<file path="src/rtl/wb_load_packer.sv">
// Packs pairs of 32-bit Wishbone stream words into 64-bit load messages
// (first word in the low half) and buffers them in a small FIFO.
module wb_load_packer #(
   parameter  int unsigned DEPTH = 2,
   localparam int unsigned CNT_W = $clog2(DEPTH) + 1
) (
   input  logic             clk,
   input  logic             reset_n,
   input  logic [31:0]      word_recv_msg,
   input  logic             word_recv_val,
   output logic             word_recv_rdy,
   input  logic             flush,
   output logic [63:0]      load_send_msg,
   output logic             load_send_val,
   input  logic             load_send_rdy,
   output logic             partial,
   output logic [CNT_W-1:0] count
);

   localparam int unsigned WORD_W = 32;
   localparam int unsigned MSG_W  = 64;
   localparam int unsigned PTR_W  = $clog2(DEPTH);

   logic              active;
   logic [WORD_W-1:0] hold_lo;
   logic [PTR_W-1:0]  wr_ptr;
   logic [PTR_W-1:0]  rd_ptr;
   logic [MSG_W-1:0]  mem [DEPTH];
   logic              word_fire;
   logic              push;
   logic              pop;

   // A second word needs FIFO room now; a same-cycle pop does not count.
   assign word_recv_rdy = active && !flush && (!partial || (count < CNT_W'(DEPTH)));
   assign word_fire     = word_recv_val && word_recv_rdy;
   assign push          = word_fire && partial;
   assign pop           = load_send_val && load_send_rdy;
   assign load_send_val = (count != '0);
   assign load_send_msg = mem[rd_ptr];

   // Control state: active flag, half-word flag, pointers, occupancy.
   always_ff @(posedge clk or negedge reset_n) begin
      if (!reset_n) begin
         active  <= 1'b0;
         partial <= 1'b0;
         wr_ptr  <= '0;
         rd_ptr  <= '0;
         count   <= '0;
      end else begin
         active <= 1'b1;
         if (flush) begin
            partial <= 1'b0;
         end else if (word_fire) begin
            partial <= !partial;
         end
         if (push) begin
            wr_ptr <= wr_ptr + PTR_W'(1);
         end
         if (pop) begin
            rd_ptr <= rd_ptr + PTR_W'(1);
         end
         case ({push, pop})
            2'b10:   count <= count + CNT_W'(1);
            2'b01:   count <= count - CNT_W'(1);
            default: count <= count;
         endcase
      end
   end

   // Datapath storage is intentionally not reset.
   always_ff @(posedge clk) begin
      if (word_fire && !partial) begin
         hold_lo <= word_recv_msg;
      end
      if (push) begin
         mem[wr_ptr] <= {word_recv_msg, hold_lo};
      end
   end

endmodule

</file>
<file path="config.mk">
export PLATFORM = sky130hd
export DESIGN_NAME = wb_load_packer
export DESIGN_NICKNAME = d
export VERILOG_FILES = /design/src/rtl/wb_load_packer.sv
export SDC_FILE = /design/constraint.sdc
export NUM_CORES = 1
export LEC_CHECK = 0
export ABC_AREA = 0
export BUFFER_PORTS_ARGS = -buffer_cell sky130_fd_sc_hd__buf_2
export CORE_MARGIN = 2
export CORE_UTILIZATION = 40
export DETAILED_ROUTE_END_ITERATION = 8
export PLACE_DENSITY = 0.71
export SYNTH_ARGS = -nofsm -noshare
export SYNTH_HDL_FRONTEND = slang
export SYNTH_SLANG_ARGS = --single-unit
</file>
<file path="constraint.sdc">
create_clock -name clk -period 11 [get_ports clk]
set_input_delay 2.2 -clock clk [delete_from_list [all_inputs] [get_ports clk]]
set_output_delay 2.2 -clock clk [all_outputs]
set_load 0.02 [all_outputs]
</file>
==> reports/summary.txt, run 1 <==
net switching share of the total power - 0.261
worst setup slack after placement - 6050 ps
power density of the placed cells - 231 nW/um^2
number of primary I/O pins - 106
asr flop ratio synth - 0.0361
Detailed Route WL - 9.14 mm
kind of start point of the critical path - input pin
final-report max-slew violation count - 0
clock network power share - 0.361
last weighted congestion value of the routability-driven placer - 0.717
number of design rule violations left after detail routing - 0
final critical delay including setup and external delays - 4950 ps
count of unique library cells instantiated by Yosys - 21
Hold Crit Class - reg -> reg
Final nets - 417
Detailed Route Iter0 Violations - 113
number of buffers created by CTS - 17
Antenna Diode Count - 0
first-pass detailed-route iteration total - 4
die outline height - 125 um
cell count after synthesis - 260
crit path capture type - output pin
combinational group share of total power - 0.177
global-route wire length before repair - 14.3 mm
vias in the first global route - 2800
outcome - complete, no violations
portion of the post-synthesis area used by sequential elements - 0.843
Layout Skew - 5.07 ps
IO buf count - 105
share of post-route cells with drive strength above 1 - 0.526
most used flip-flop cell after synthesis - edfxtp_1
maximum number of pins on one net before global-route repair - 66
CTS max path bufs - 2
part of the power in registers - 0.462
number of antenna violations at the first check in global routing - 0
post-cts resize count - 0
ratio of final minimum period to clock period - 0.450
worst slack on hold paths - 446 ps
average wire per cell in the routed design - 15.9 um
total number of vias - 2673
Layout area overhead - 23.1%
slew at the pin with the worst max-slew slack - 987 ps
# clock sinks - 166
final setup margin - 6050 ps
Rows - 44
Initial Util - 0.407
Setup Crit Path Kind - in -> out
Yosys warning total - 0
clock tree from TritonCTS - built
net switching power of the design - 436 uW
Pint - 1.23 mW
Arrival @ worst endpoint - 2750 ps
remaining antenna violation count after routing - 0
post-synthesis register bit count - 166
overall global routing resource usage - 0.121
final sum of negative setup slack - 0 ps
full die area - 15700 sq um
worst supply voltage drop on vdd - 0.178 mV
buffers inserted during post-CTS setup optimization - 0
core area - 14400 sq um
Synth Net Count - 298
required time reported for the critical path endpoint - 8800 ps
routed via count divided by cell count - 4.64
HPWL after detailed placement - 5.49 mm
Max Fanout on Critical Path - 3
Post-synth EDFFs - 160
clock slew seen by the registers of the worst setup and hold paths - 60 ps
latest clock arrival within the worst-skew pair - 420 ps
RSZ-0062 raised after global routing - no
setup violation total in the final timing report - 0
cell at the root of the clock tree - clkbuf_16
mean post-synth cell area - 22.6 sq um
reported leakage power - 2.54 nW
CTS Hold Buffers Added - 0
max-cap violations - 0
Fmax achieved - 202 MHz
floorplan die width - 125 um
max_slew headroom - 0.340
total congestion overflow - 0
H-tree levels - 4
Post-Syn Area - 5880 sq um
number of hold violations in the final report - 0
## cell type report
type / count / area, sq um
clock buffers: 18 / 429
clock inverters: 14 / 184
fillers: 1225 / 7190
inverters: 1 / 3.75
multi-input cells: 85 / 880
flip-flops and latches: 166 / 4960
well taps: 184 / 230
repair buffers: 108 / 548
## flip-flops by register name, summed over array words and instances, names as in the netlist
signal / flops
mem: 128
hold_lo: 32
count: 2
active: 1
partial: 1
rd_ptr: 1
wr_ptr: 1
## cell usage after synthesis, drive strengths merged, types with 2 or more instances
master | instances | share of area
mux2 | 64 | 0.12
nor3 | 2 | 0.0017
a21oi | 2 | 0.0017
dfrtp | 6 | 0.026
xnor2 | 3 | 0.0057
xor2 | 2 | 0.0030
edfxtp | 160 | 0.82
nor2 | 3 | 0.0019
buf | 8 | 0.010
nand2 | 2 | 0.0013
## final timing paths
check	from	end	slack, ps	cells after the start
worst min-delay path	hold_lo[8]	mem[1][8]	450	0
worst max-delay path	flush	word_recv_rdy	6050	4
worst max register to register	count[1]	mem[0][55]	8310	3
worst min register to register	hold_lo[8]	mem[1][8]	450	0
max in group asynchronous	reset_n	rd_ptr	9250	1
min in group asynchronous	reset_n	active	1590	1
## kinds of logic after synthesis
logic type               share of synthesized area
buffers and inverters                       0.0106
adder cells (fa/ha/maj)                    0.00213
AO/OA/AOI/OAI                              0.00170
flip-flops                                   0.843
AND/OR/NAND/NOR                             0.0104
multiplexers                                 0.123
XOR/XNOR                                   0.00873
other                                     0.000638
## stage by stage
step           power [mW]  area [sq um]  instances  utilization
4_1_cts              1.69          7230        576        0.501
2_1_floorplan       0.993          5880        260            -
3_5_place_dp         1.09          6620        544        0.459
6_report             1.67          7230        576        0.501
3_3_place_gp         1.08          6620        544        0.459
5_1_grt              1.73          7230        576        0.501
## critical path: stages
cell and delay [ps]:
buf_2 120, nand2b_1 150, a21oi_1 110, buf_2 170
## metal layers
layer,GRT usage,vias up,wire [um]
met5,0,-,0
met4,0.0549,0,174
met3,0.0518,16,622
met2,0.191,76,4470
met1,0.145,1318,3870
li1,-,1263,-
## cells in the final DEF (no fill, tap or decap), drive strengths merged, types with 2 or more instances in the layout
master    Yosys  layout
edfxtp      160     160
buf           8     108
mux2         64      64
clkbuf        0      18
dfrtp         6       6
clkinv        0       6
clkinvlp      0       4
bufinv        0       4
nor2          3       3
xnor2         3       3
nand2         2       2
a21oi         2       2
xor2          2       2
nor3          2       2
## power by group through the flow
stage          logic (mW)  registers [mW]  clock network, mW
2_1_floorplan       0.256           0.737                  0
3_3_place_gp        0.299           0.783                  0
3_5_place_dp        0.300           0.787                  0
4_1_cts             0.302           0.774              0.615
5_1_grt             0.314           0.778              0.641
6_report            0.296           0.770              0.601
No activity file was read; power rests on OpenSTA's default activity.
==> run 2, diff against run 1 <==
==> constraint.sdc (replaced) <==
create_clock -name clk -period 4.7 [get_ports clk]
set_input_delay 0.94 -clock clk [delete_from_list [all_inputs] [get_ports clk]]
set_output_delay 0.94 -clock clk [all_outputs]
set_load 0.02 [all_outputs]
==> run 2 against run 1 <==
Net effect: critical path depth fell by 2; highest routed layer is now met5; power grew 130%; clock power rose by 130%; largest cell class unchanged; combinational power grew 140%.
==> reports/summary.txt, run 2 (synthesis gave the netlist of run 1 again) <==
combinational group share of total power - 0.181
kind of start point of the critical path - flip-flop
number of hold violations in the final report - 0
routed via count divided by cell count - 4.70
total power - 3.85 mW
flip-flop count of the largest register after layout - 128
last weighted congestion value of the routability-driven placer - 0.694
max-cap violations - 0
total number of vias - 2714
reported leakage power - 2.54 nW
ratio of final minimum period to clock period - 0.640
worst slack on hold paths - 326 ps
number of antenna violations at the first check in global routing - 2
Global Route met2 Usage - 0.195
total congestion overflow - 0
maximum number of pins on one net before global-route repair - 66
met3 Usage GRT - 0.0625
worst setup slack after placement - 2020 ps
register with the most flip-flops - mem
number of cell instances on the worst register-to-register path - 3
Initial Util - 0.407
max_slew headroom - 0.410
CTS max path bufs - 2
reg-to-reg startpoint - count[1]
vias in the first global route - 2887
final-layout fill cell count - 1211
area of placed instances - 6640 sq um
launch point of the worst path - rd_ptr
IO buf count - 105
worst setup path endpoint - load_send_msg[11]
Max Fanout on Critical Path - 65
Detailed Route WL - 9.47 mm
Detailed Route Iter0 Violations - 132
number of primary I/O pins - 106
global routing's busiest layer - met2
HPWL after detailed placement - 5.66 mm
Placed Cells - 546
H-tree levels - 4
GRT met1 Usage - 0.149
Rows - 44
RSZ-0062 raised after global routing - no
most common cell after layout, fill and taps aside - edfxtp_1
total non-filler cell area in the finished layout - 7230 sq um
buffers inserted during post-CTS setup optimization - 0
Setup Crit Path Kind - reg -> out
net switching share of the total power - 0.265
post-cts resize count - 0
clock network power share - 0.352
share of post-route cells with drive strength above 1 - 0.528
crit path capture type - output pin
Reg2Reg Capture Point - mem[1][57]
Post-Layout Cell Count - 578
core area - 14400 sq um
number of buffers created by CTS - 17
# clock sinks - 166
remaining antenna violation count after routing - 0
final critical delay including setup and external delays - 3010 ps
number of design rule violations left after detail routing - 0
Layout area overhead - 23.0%
Pint - 2.83 mW
outcome - complete, no violations
overall global routing resource usage - 0.126
register-to-register path setup slack - 2780 ps
Antenna Diode Count - 0
Cell Chain, Critical Path - mux2_2 > buf_2
Hold Crit Class - in -> async
worst supply voltage drop on vdd - 0.426 mV
Fmax achieved - 332 MHz
commonest cells after routing, fill and taps aside - edfxtp_1 (160), buf_2 (105), mux2_2 (64)
slew at the pin with the worst max-slew slack - 885 ps
first-pass detailed-route iteration total - 4
clock tree from TritonCTS - built
part of the power in registers - 0.467
cell at the root of the clock tree - clkbuf_16
final setup margin - 1690 ps
floorplan die width - 125 um
die outline height - 125 um
setup violation total in the final timing report - 0
latest clock arrival within the worst-skew pair - 420 ps
Final nets - 419
average wire per cell in the routed design - 16.4 um
required time reported for the critical path endpoint - 3760 ps
final-report max-slew violation count - 0
power density of the placed cells - 533 nW/um^2
clock slew seen by the registers of the worst setup and hold paths - 60 ps
delay contributed by the slowest stage of the critical path - 1010 ps
CTS Hold Buffers Added - 0
net switching power of the design - 1.02 mW
Layout Skew - 9.09 ps
Slowest-stage cell, CP - dfrtp_4
full die area - 15700 sq um
global-route wire length before repair - 14.7 mm
Arrival @ worst endpoint - 2070 ps
Largest regs - mem: 128 flops, hold_lo: 32 flops, count: 2 flops
[run 2: cell types whose count changed in the layout (fill, tap and decap cells not counted), sizes merged]
| cell | before | now |
|---|---|---|
| buf | 108 | 110 |
| bufinv | 4 | 3 |
| clkbuf | 18 | 19 |
| clkinv | 6 | 5 |
| clkinvlp | 4 | 5 |
[run 2: layout make-up]
type,count,area (sq um),area share
sequential,166,4960,0.686
multi-input combinational,85,880,0.122
timing repair buffer,110,563,0.0779
clock buffer,19,433,0.0599
tap,184,230,0.0319
clock inverter,13,158,0.0218
inverter,1,3.75,0.000519
[run 2: worst min path at each step]
stage / cells past startpoint / start / slack (ps) / to
final: 1 / reset_n / 330 / partial
after global routing: 1 / reset_n / 310 / count[1]
after CTS: 1 / reset_n / 310 / count[1]
after detailed placement: 0 / hold_lo[29] / 430 / mem[0][29]
after global placement: 0 / hold_lo[6] / 420 / mem[1][6]
after floorplan: 0 / hold_lo[0] / 420 / mem[0][0]
[run 2: power by group through the flow]
stage	Combinational [mW]	Sequential [mW]	Clock (mW)
2_1_floorplan	0.598	1.73	0
3_3_place_gp	0.704	1.83	0
3_5_place_dp	0.705	1.84	0
4_1_cts	0.710	1.81	1.39
5_1_grt	0.746	1.82	1.45
6_report	0.697	1.80	1.36
[run 2: metal layers]
metal,wire length [um],share of wire
met1,4080,0.43
met2,4530,0.48
met4,179,0.019
met5,7,0.00074
met3,673,0.071
[run 2: per-stage QoR]
step | TNS [ps] | util
floorplan | -6900 | -
global placement | 0 | 0.460
detailed placement | 0 | 0.460
CTS | 0 | 0.501
global route | 0 | 0.501
finish | 0 | 0.501
[run 2: critical path, delay by kind of cell, from the launching register on]
| family | cells | cell delay, ps |
|---|---|---|
| flops | 1 | 1010 |
| buf+inv | 1 | 160 |
| mux | 1 | 440 |
==> run 3, diff against run 2 <==
==> constraint.sdc (replaced) <==
create_clock -name clk -period 2.9 [get_ports clk]
set_input_delay 0.58 -clock clk [delete_from_list [all_inputs] [get_ports clk]]
set_output_delay 0.58 -clock clk [all_outputs]
set_load 0.02 [all_outputs]
==> run 3 against run 2 <==
Net effect: via count shrank 0.18%; register-to-register slack lost 1700 ps; final area grew 0.29%; global-route usage grew 0.088 points; combinational power grew 87%; power grew 60%; clock skew shrank 3.0 ps; worst hold slack gained 40 ps; sequential power grew 55%; cell count grew 0.17%; worst setup slack lost 1400 ps; clock-buffer cell count grew 1.
==> reports/summary.txt, run 3 (synthesis gave the netlist of run 1 again) <==
clock tree from TritonCTS - built
required time reported for the critical path endpoint - 2320 ps
Fmax achieved - 390 MHz
latest clock arrival within the worst-skew pair - 410 ps
Slowest-stage cell, CP - dfrtp_2
worst supply voltage drop on vdd - 0.473 mV
crit path capture type - output pin
remaining antenna violation count after routing - 0
number of hold violations in the final report - 0
register with the most flip-flops - mem
final-report max-slew violation count - 0
Cell Chain, Critical Path - buf_12 > mux2_2 > buf_2
outcome - complete, no violations
Placed Cells - 548
IO buf count - 105
die outline height - 125 um
Largest regs - mem: 128 flops, hold_lo: 32 flops, count: 2 flops
buffers inserted during post-CTS setup optimization - 0
number of primary I/O pins - 106
H-tree levels - 4
last weighted congestion value of the routability-driven placer - 0.661
number of buffers created by CTS - 17
RSZ-0062 raised after global routing - no
Detailed Route WL - 9.60 mm
flip-flop count of the largest register after layout - 128
max-cap violations - 0
global-route wire length before repair - 14.8 mm
number of design rule violations left after detail routing - 0
kind of start point of the critical path - flip-flop
commonest cells after routing, fill and taps aside - edfxtp_1 (160), buf_2 (105), mux2_2 (64)
first-pass detailed-route iteration total - 4
cell at the root of the clock tree - clkbuf_16
setup violation total in the final timing report - 0
Rows - 44
most common cell after layout, fill and taps aside - edfxtp_1
slew at the pin with the worst max-slew slack - 613 ps
post-cts resize count - 0
Final nets - 422
power density of the placed cells - 849 nW/um^2
dominant delay contributor by cell family on the critical path - flip-flops
Post-Layout Cell Count - 579
Layout Skew - 6.08 ps
Detailed Route Iter0 Violations - 161
max_slew headroom - 0.590
clock slew seen by the registers of the worst setup and hold paths - 60 ps
Hold Crit Class - in -> reg
share of post-route cells with drive strength above 1 - 0.529
Arrival @ worst endpoint - 1990 ps
ratio of final minimum period to clock period - 0.885
Max Fanout on Critical Path - 49
critical path buffer and inverter count - 2
average wire per cell in the routed design - 16.6 um
total number of vias - 2709
post-layout util - 0.502
maximum number of pins on one net before global-route repair - 50
Setup Crit Path Kind - reg -> out
vias in the first global route - 2802
floorplan die width - 125 um
delay contributed by the slowest stage of the critical path - 640 ps
Antenna Diode Count - 0
full die area - 15700 sq um
total congestion overflow - 0
# clock sinks - 166
overall global routing resource usage - 0.127
HPWL after detailed placement - 5.99 mm
CTS max path bufs - 2
Initial Util - 0.407
CTS Hold Buffers Added - 1
reported leakage power - 2.56 nW
final critical delay including setup and external delays - 2570 ps
Layout area overhead - 23.3%
core area - 14400 sq um
number of antenna violations at the first check in global routing - 1
routed via count divided by cell count - 4.68
==> run 3: cell types whose count changed in the layout (fill, tap and decap cells not counted), sizes merged <==
cell / previous run / this run
clkinvlp: 5 / 2
clkbuf: 19 / 20
clkinv: 5 / 6
dlygate4sd3: 0 / 1
buf: 110 / 112
bufinv: 3 / 2
==> run 3: area by class of cell <==
type	count	area, sq um
fillers	1201	7180
flip-flops and latches	166	4960
multi-input cells	85	886
repair buffers	113	626
clock buffers	20	437
well taps	184	230
clock inverters	10	109
inverters	1	3.75
==> run 3: path summary, 6_finish.rpt <==
check,end,depth (start not counted),start,slack (ps)
worst min-delay path,mem[0][55],1,word_recv_msg[23],370
worst max-delay path,load_send_msg[43],3,rd_ptr,330
worst min register to register,mem[1][6],0,hold_lo[6],440
worst max register to register,mem[0][51],3,count[1],1120
max in group asynchronous,rd_ptr,2,reset_n,2200
min in group asynchronous,count[1],2,reset_n,530
==> run 3: per-layer routing <==
metal	share of wire	routed length, um	GRT usage
met5	0.0021	20	0
met1	0.44	4220	0.160
met2	0.47	4520	0.188
met3	0.071	685	0.0608
met4	0.016	152	0.0529
==> run 3: per-stage QoR <==
step | power (mW) | setup TNS, ps | setup WS (ps) | hold slack, ps | area, sq um
floorplan | 3.77 | -49020 | -383 | 284 | 5890
global placement | 4.15 | 0 | 764 | 411 | 6690
detailed placement | 4.15 | 0 | 719 | 424 | 6690
CTS | 6.23 | 0 | 319 | 344 | 7250
global route | 6.39 | 0 | 243 | 347 | 7250
finish | 6.15 | 0 | 333 | 366 | 7250
==> run 3: power by group <==
part	switching, mW	internal [mW]
logic	0.724	0.577
clock network	0.816	1.25
registers	0.0976	2.69
